--- src/rtl/load_store_unit.sv ---
// Load/store unit: one request in flight, byte/half/word access to a 32-bit-wide
// byte-addressed data memory, with read-modify-write for sub-word stores.
module load_store_unit #(
    parameter int MEM_BYTES = 32
) (
    input  logic        clk,
    input  logic        rst,
    input  logic        req_valid,
    output logic        req_ready,
    input  logic        req_write,
    input  logic [1:0]  req_size,
    input  logic        req_signed,
    input  logic [31:0] req_addr,
    input  logic [31:0] req_wdata,
    output logic        resp_valid,
    output logic [31:0] resp_rdata,
    output logic        resp_err,
    output logic [31:0] mem_address,
    output logic [31:0] mem_write_data,
    output logic        mem_read_enable,
    output logic        mem_write_enable,
    input  logic [31:0] mem_read_data
);

    typedef enum logic [2:0] {
        IDLE,
        LOAD,
        RMW_RD,
        WRITE,
        RESP
    } state_t;

    typedef enum logic [1:0] {
        SIZE_BYTE    = 2'b00,
        SIZE_HALF    = 2'b01,
        SIZE_WORD    = 2'b10,
        SIZE_ILLEGAL = 2'b11
    } size_t;

    // Every access touches four bytes, so the last legal base is MEM_BYTES-4.
    localparam logic [31:0] ADDR_MAX = 32'(MEM_BYTES - 4);

    state_t      state;
    state_t      state_next;
    logic        write_q;
    logic [1:0]  size_q;
    logic        signed_q;
    logic [31:0] addr_q;
    logic [31:0] wdata_q;
    logic [31:0] merge_q;
    logic        req_err;
    logic [31:0] load_value;
    logic [31:0] merge_value;

    always_comb begin
        req_err = 1'b0;
        case (size_t'(req_size))
            SIZE_ILLEGAL: req_err = 1'b1;
            SIZE_HALF:    req_err = req_addr[0];
            SIZE_WORD:    req_err = (req_addr[1:0] != 2'b00);
            default:      req_err = 1'b0;
        endcase
        if (req_addr > ADDR_MAX) begin
            req_err = 1'b1;
        end
    end

    always_comb begin
        case (size_t'(size_q))
            SIZE_BYTE: load_value = {{24{signed_q & mem_read_data[7]}}, mem_read_data[7:0]};
            SIZE_HALF: load_value = {{16{signed_q & mem_read_data[15]}}, mem_read_data[15:0]};
            default:   load_value = mem_read_data;
        endcase
    end

    always_comb begin
        case (size_t'(size_q))
            SIZE_BYTE: merge_value = {mem_read_data[31:8], wdata_q[7:0]};
            SIZE_HALF: merge_value = {mem_read_data[31:16], wdata_q[15:0]};
            default:   merge_value = wdata_q;
        endcase
    end

    // NOTE: every output gets a default before the case, so no path leaves one unassigned and no latch is inferred.
    always_comb begin
        state_next       = state;
        req_ready        = 1'b0;
        resp_valid       = 1'b0;
        mem_address      = '0;
        mem_write_data   = '0;
        mem_read_enable  = 1'b0;
        mem_write_enable = 1'b0;
        case (state)
            IDLE: begin
                req_ready = 1'b1;
                if (req_valid) begin
                    if (req_err) begin
                        state_next = RESP;
                    end else if (!req_write) begin
                        state_next = LOAD;
                    end else if (size_t'(req_size) == SIZE_WORD) begin
                        state_next = WRITE;
                    end else begin
                        state_next = RMW_RD;
                    end
                end
            end
            LOAD: begin
                mem_address     = addr_q;
                mem_read_enable = 1'b1;
                state_next      = RESP;
            end
            RMW_RD: begin
                mem_address     = addr_q;
                mem_read_enable = 1'b1;
                state_next      = WRITE;
            end
            WRITE: begin
                mem_address      = addr_q;
                mem_write_data   = merge_q;
                mem_write_enable = 1'b1;
                state_next       = RESP;
            end
            RESP: begin
                resp_valid = 1'b1;
                state_next = IDLE;
            end
            default: state_next = IDLE;
        endcase
    end

    // NOTE: state is updated with non-blocking assignments so all registers sample pre-edge values.
    always_ff @(posedge clk or posedge rst) begin
        if (rst) begin
            state <= IDLE;
        end else begin
            state <= state_next;
        end
    end

    // NOTE: all datapath registers are reset too, so outputs read zero immediately after reset.
    always_ff @(posedge clk or posedge rst) begin
        if (rst) begin
            write_q    <= 1'b0;
            size_q     <= 2'b00;
            signed_q   <= 1'b0;
            addr_q     <= '0;
            wdata_q    <= '0;
            merge_q    <= '0;
            resp_rdata <= '0;
            resp_err   <= 1'b0;
        end else begin
            case (state)
                IDLE: begin
                    if (req_valid) begin
                        write_q  <= req_write;
                        size_q   <= req_size;
                        signed_q <= req_signed;
                        addr_q   <= req_addr;
                        wdata_q  <= req_wdata;
                        if (req_err) begin
                            resp_rdata <= '0;
                            resp_err   <= 1'b1;
                        end else if (req_write && size_t'(req_size) == SIZE_WORD) begin
                            merge_q <= req_wdata;
                        end
                    end
                end
                LOAD, RMW_RD: begin
                    // The read cycle either completes a load or feeds the store merge.
                    if (write_q) begin
                        merge_q <= merge_value;
                    end else begin
                        resp_rdata <= load_value;
                        resp_err   <= 1'b0;
                    end
                end
                WRITE: begin
                    resp_rdata <= '0;
                    resp_err   <= 1'b0;
                end
                default: ;
            endcase
        end
    end

endmodule

--- config.mk ---
export PLATFORM = sky130hd
export DESIGN_NAME = load_store_unit
export DESIGN_NICKNAME = d
export VERILOG_FILES = /design/src/rtl/load_store_unit.sv
export SDC_FILE = /design/constraint.sdc
export NUM_CORES = 1
export LEC_CHECK = 0
export ABC_CLOCK_PERIOD_IN_PS = 8000
export CAP_MARGIN = 25
export CORE_AREA = 2 2 150 93
export DETAILED_ROUTE_END_ITERATION = 12
export DIE_AREA = 0 0 152 95
export GPL_TIMING_DRIVEN = 0
export MAX_ROUTING_LAYER = met4
export PLACE_DENSITY_LB_ADDON = 0.2
export SLEW_MARGIN = 20
export SYNTH_ARGS = -nofsm -noshare
export SYNTH_HDL_FRONTEND = slang
export SYNTH_SLANG_ARGS = --single-unit
--- constraint.sdc ---
create_clock -name clk -period 8 [get_ports clk]
set_input_delay 1.6 -clock clk [delete_from_list [all_inputs] [get_ports clk]]
set_output_delay 1.6 -clock clk [all_outputs]
set_load 0.02 [all_outputs]
**Word-level counts from Yosys, hierarchy flattened**

Index checks and enable logic that the tools add are counted.

- Input bits: 103
- Register bits after elaboration: 136

- Mux-type cells: 28
- Magnitude comparators: 1
- Bitwise operators: 2
- Reduce and logical (&&, ||, !) cells: 12
- Equal/unequal tests: 14

Operators by type and width:

| cell | number |
|---|---|
| $mux W32 | 9 |
| $pmux W32 S2 | 3 |
| $pmux W32 S3 | 1 |
| $gt A32 B5 Y1 const B | 1 |
| $ne A2 B2 Y1 const B | 5 |
| $mux W1 | 9 |
| $pmux W3 S3 | 1 |
| $eq A3 B2 Y1 const B | 2 |
| $mux W3 | 2 |
| $pmux W1 S3 | 2 |
| $reduce_and A5 Y1 | 1 |
| $eq A2 B1 Y1 const B | 2 |
| $eq A2 B2 Y1 const B | 2 |
| $reduce_and A4 Y1 | 1 |
| $reduce_bool A2 Y1 | 2 |
| $reduce_or A2 Y1 | 2 |
| $eq A3 B1 Y1 const B | 1 |
| $eq A3 B3 Y1 const B | 1 |
| $logic_not A3 Y1 | 1 |
| $reduce_bool A3 Y1 | 1 |
| $reduce_or A3 Y1 | 1 |
| $and A1 B1 Y1 | 2 |
| $logic_not A2 Y1 | 1 |
| $mux W2 | 1 |
| 3 further kinds | 3 |

**Longest topological paths before layout**

- Depth after elaboration: 6
- Mapped depth: 8
- Gate-level depth less buffers: 5

**Worst setup path after synthesis**

No wires, ideal clock.

- Kind: reg2out
- From: reg state[2]
- To: out mem_write_data[22]
- Buffers on the path: 2
- Stages on the path, launching flop included: 5
- Data required time: 6.400 ns
- Arrival: 1.548 ns
- Path slack: 4.852 ns
- Cell sequence: dfrtp_1 -> buf_2 -> nor3_1 -> clkbuf_1 -> and2_1

- Cells in the longest elaborated chain, start to end: 2

Ends and longest elaborated chain:

| element | RTL line | source |
|---|---|---|
| start, declared | 43 | `state_t state;` |
| start signal, assigned | 137 | `state <= state_next;` |
| $eq A3 B2 Y1 | 93 | `case (state)` |
| $mux W32 | 93 |  |
| end, declared | 19 | `output logic [31:0] mem_write_data,` |

No other way between the ends.

**Worst setup path in the final report**

- From: reg state[2]
- To: out mem_write_data[25]

The elaborated chain is that of the path after synthesis.

==> run metrics <==
Port Buffer Count 203; worst hold path type flop to flop; top-area cell type share of the netlist area 51.8%; Area contributors post-synth dfrtp_1 (52%), mux2_2 (14%), mux2_4 (6.9%), and2_1 (6.3%), a22o_1 (3.2%); vias in the first global route 5,296; Via density 5.32; Worst Reg-to-Reg Cells 7; Worst Max-Slew Pin Slew 0.975 ns; Pins Over Slew Limit 0; Synth async-reset ratio 100%; Slowest cell on crit path nor3_1; Ports 204; grt ovf 0; sequential share of the synthesized area 51.8%; number of max-cap violations 0; Die Height 95 um; Die Area 14,400 um^2; vias 5,051; part of the cycle the worst path needs 57.4%; TNS Setup 0 ns; RD Place Congestion 0.840; post-cts resize count 0; synth unique cells 37; Synth Register Bits 136; EDFF count, synth 0; overall global routing resource usage 25.8%; WHS Path Cells 1; post-CTS setup buffer count 0; Max Freq 218 MHz; count of final setup violators 0; diode count 0; Gate Count Post-Synth 540; dpl hpwl 12,800 um; critical-path cell list buf_2, nor3_1, clkbuf_1, and2_1, clkdlybuf4s50_1; Iter 0 DRT Violations 253; CTS buffer count 17; type of destination of the critical path output pin; core area 13,300 um^2; wire per inst 18.5 um; FF-to-FF End merge_q[10]$_DFFE_PP0P_; RR Startpoint state[1]$_DFFE_PP0P_; largest net degree at the start of global routing 104; Mapped Area 6570 um^2; most common cell in the synthesized netlist dfrtp_1; Pwr Density 189 nW/um^2; final WL 17,600 um; Synth Flop Type dfrtp_1; row count 33; Max Root-Sink Buffers 2; antenna viol nets, final 0; clock period minus worst slack 4.59 ns; worst path required time 6.40 ns; Crit path buffers/inverters 3; Seq pwr share 43.6%; Internal Power 1.36 mW; CTS root buf clkbuf_16; first-pass GRT wire length 28,100 um; Max Fanout on Critical Path 10; number of remaining DRC errors 0; Mean Syn Cell Area 12.2 um^2; H-Tree Level Count 4; reg-to-reg slack, setup 5.88 ns; area delta synth->final 43.8%; fin util 71.2%; drt first pass iters 4; yosys warns 0; Initial Util 49.5%; Comb pwr share 12.9%; antenna violations before repair 0; NetSw 426 uW; # hold bufs at CTS 0; Clock Pin Slew Worst Setup and Hold Paths 0.06 ns; status completed; CTS tree done; CP delay by family, top buffers and inverters; nets@finish 866; critical path data arrival time 2.99 ns; Setup Skew 0.0102 ns; CTS sink cnt 136; final hold vios 0; Die W 152 um; Mapped Nets 643; switching portion of total power 23.9%; Clk pwr share 43.5%; Yosys top cell by area dfrtp_1; worst vdd ir 0.000170 V; crit path launch type flop; Relative slew margins 34.5%; min-delay src resp_rdata[10]$_DFFE_PP0P_; share of cells above drive strength 1 22.3%; Leakage 4.18 nW; CP Class flop to output pin; Max stage delay on crit path 0.71 ns; worst skew pair latency 0.41 ns; list of most frequent post-synthesis cells dfrtp_1 (136), mux2_2 (79), and2_1 (66), mux2_4 (30), nor2_1 (28); Fillers 903; unrepaired setup endpoints after global routing false; hold endpoint resp_rdata[10]$_DFFE_PP0P_
==> power groups by stage <==
stage	Combinational, mW	Clock (mW)	Sequential, mW
global placement	0.220	0	0.786
detailed placement	0.230	0	0.790
finish	0.231	0.777	0.778
global route	0.251	0.819	0.786
CTS	0.232	0.786	0.778
floorplan	0.139	0	0.780
==> sequential cells by signal (all words and copies together), names as in the netlist <==
name,count
write_q,1
state,3
resp_err,1
signed_q,1
resp_rdata,32
addr_q,32
merge_q,32
wdata_q,32
size_q,2
==> cell usage in the layout, fill, tap and decap left out, types with 2 or more instances in the layout <==
master           count
bufinv_16            2
buf_6                5
clkbuf_16           17
clkinvlp_4           3
mux2i_1             16
a22o_1              24
nand4_1              2
clkdlybuf4s50_1    203
nand2_1             26
clkbuf_8             3
clkinv_2             3
a31oi_1             10
o21ai_0              2
buf_2               19
clkbuf_1            11
mux2_4              30
nor2_1              28
inv_1                4
a21oi_1             26
dfrtp_1            136
nand2b_1            16
nor3_1               7
nor4_1               6
mux2_2              79
and2_1              66
a21o_1               9
clkinv_4             3
==> logic make-up (layout without fill, tap and decap cells) <==
group,after synthesis,count (layout),synth area share [%]
buf+inv,42,277,3.39
mux,125,125,22.9
simple gates,161,161,13.7
flops,136,136,51.8
xor+xnor,1,1,0.248
compound gates,75,75,8.00
==> per-stage QoR <==
stage	hold WS (ns)	instance area (um^2)	instances	power (mW)	setup WS (ns)
after floorplan	0.471	6570	540	0.918	2.76
after global placement	0.462	8820	918	1.01	1.01
after detailed placement	0.475	8850	919	1.02	3.88
after CTS	0.488	9440	950	1.80	3.41
after global routing	0.505	9440	950	1.86	3.30
final	0.483	9440	950	1.79	3.41
==> per-layer routing <==
layer / global-route usage (%) / vias to the layer above / share of wire, %
met2: 38.6 / 167 / 44
met4: 8.33 / 0 / 1.6
met3: 6.38 / 27 / 5.9
met5: - / - / 0
li1: - / 2341 / -
met1: 34.9 / 2516 / 48
==> how the worst max path moves through the flow <==
stage                    startpoint                          to  slack [ns]  cells past startpoint
5_1_grt        state[2]$_DFFE_PP0P_          mem_write_data[27]        3.30                      5
6_report       state[2]$_DFFE_PP0P_          mem_write_data[25]        3.41                      5
4_1_cts        state[2]$_DFFE_PP0P_          mem_write_data[25]        3.41                      5
2_1_floorplan                   rst       addr_q[0]$_DFFE_PP0P_        2.76                      1
3_3_place_gp                    rst  resp_rdata[27]$_DFFE_PP0P_        1.01                      2
3_5_place_dp   state[2]$_DFFE_PP0P_          mem_write_data[15]        3.88                      5
==> layout make-up <==
type / count / area [um^2] / area share, %
plain buffers: 37 / 204 / 2.16
clock inverters: 11 / 124 / 1.31
multi-input cells: 362 / 2940 / 31.1
flip-flops and latches: 136 / 3400 / 36.0
well taps: 175 / 219 / 2.32
repair buffers: 204 / 2060 / 21.8
clock buffers: 20 / 467 / 4.94
inverters: 5 / 26.3 / 0.278
Note: power is estimated with default switching activity, not from simulation.
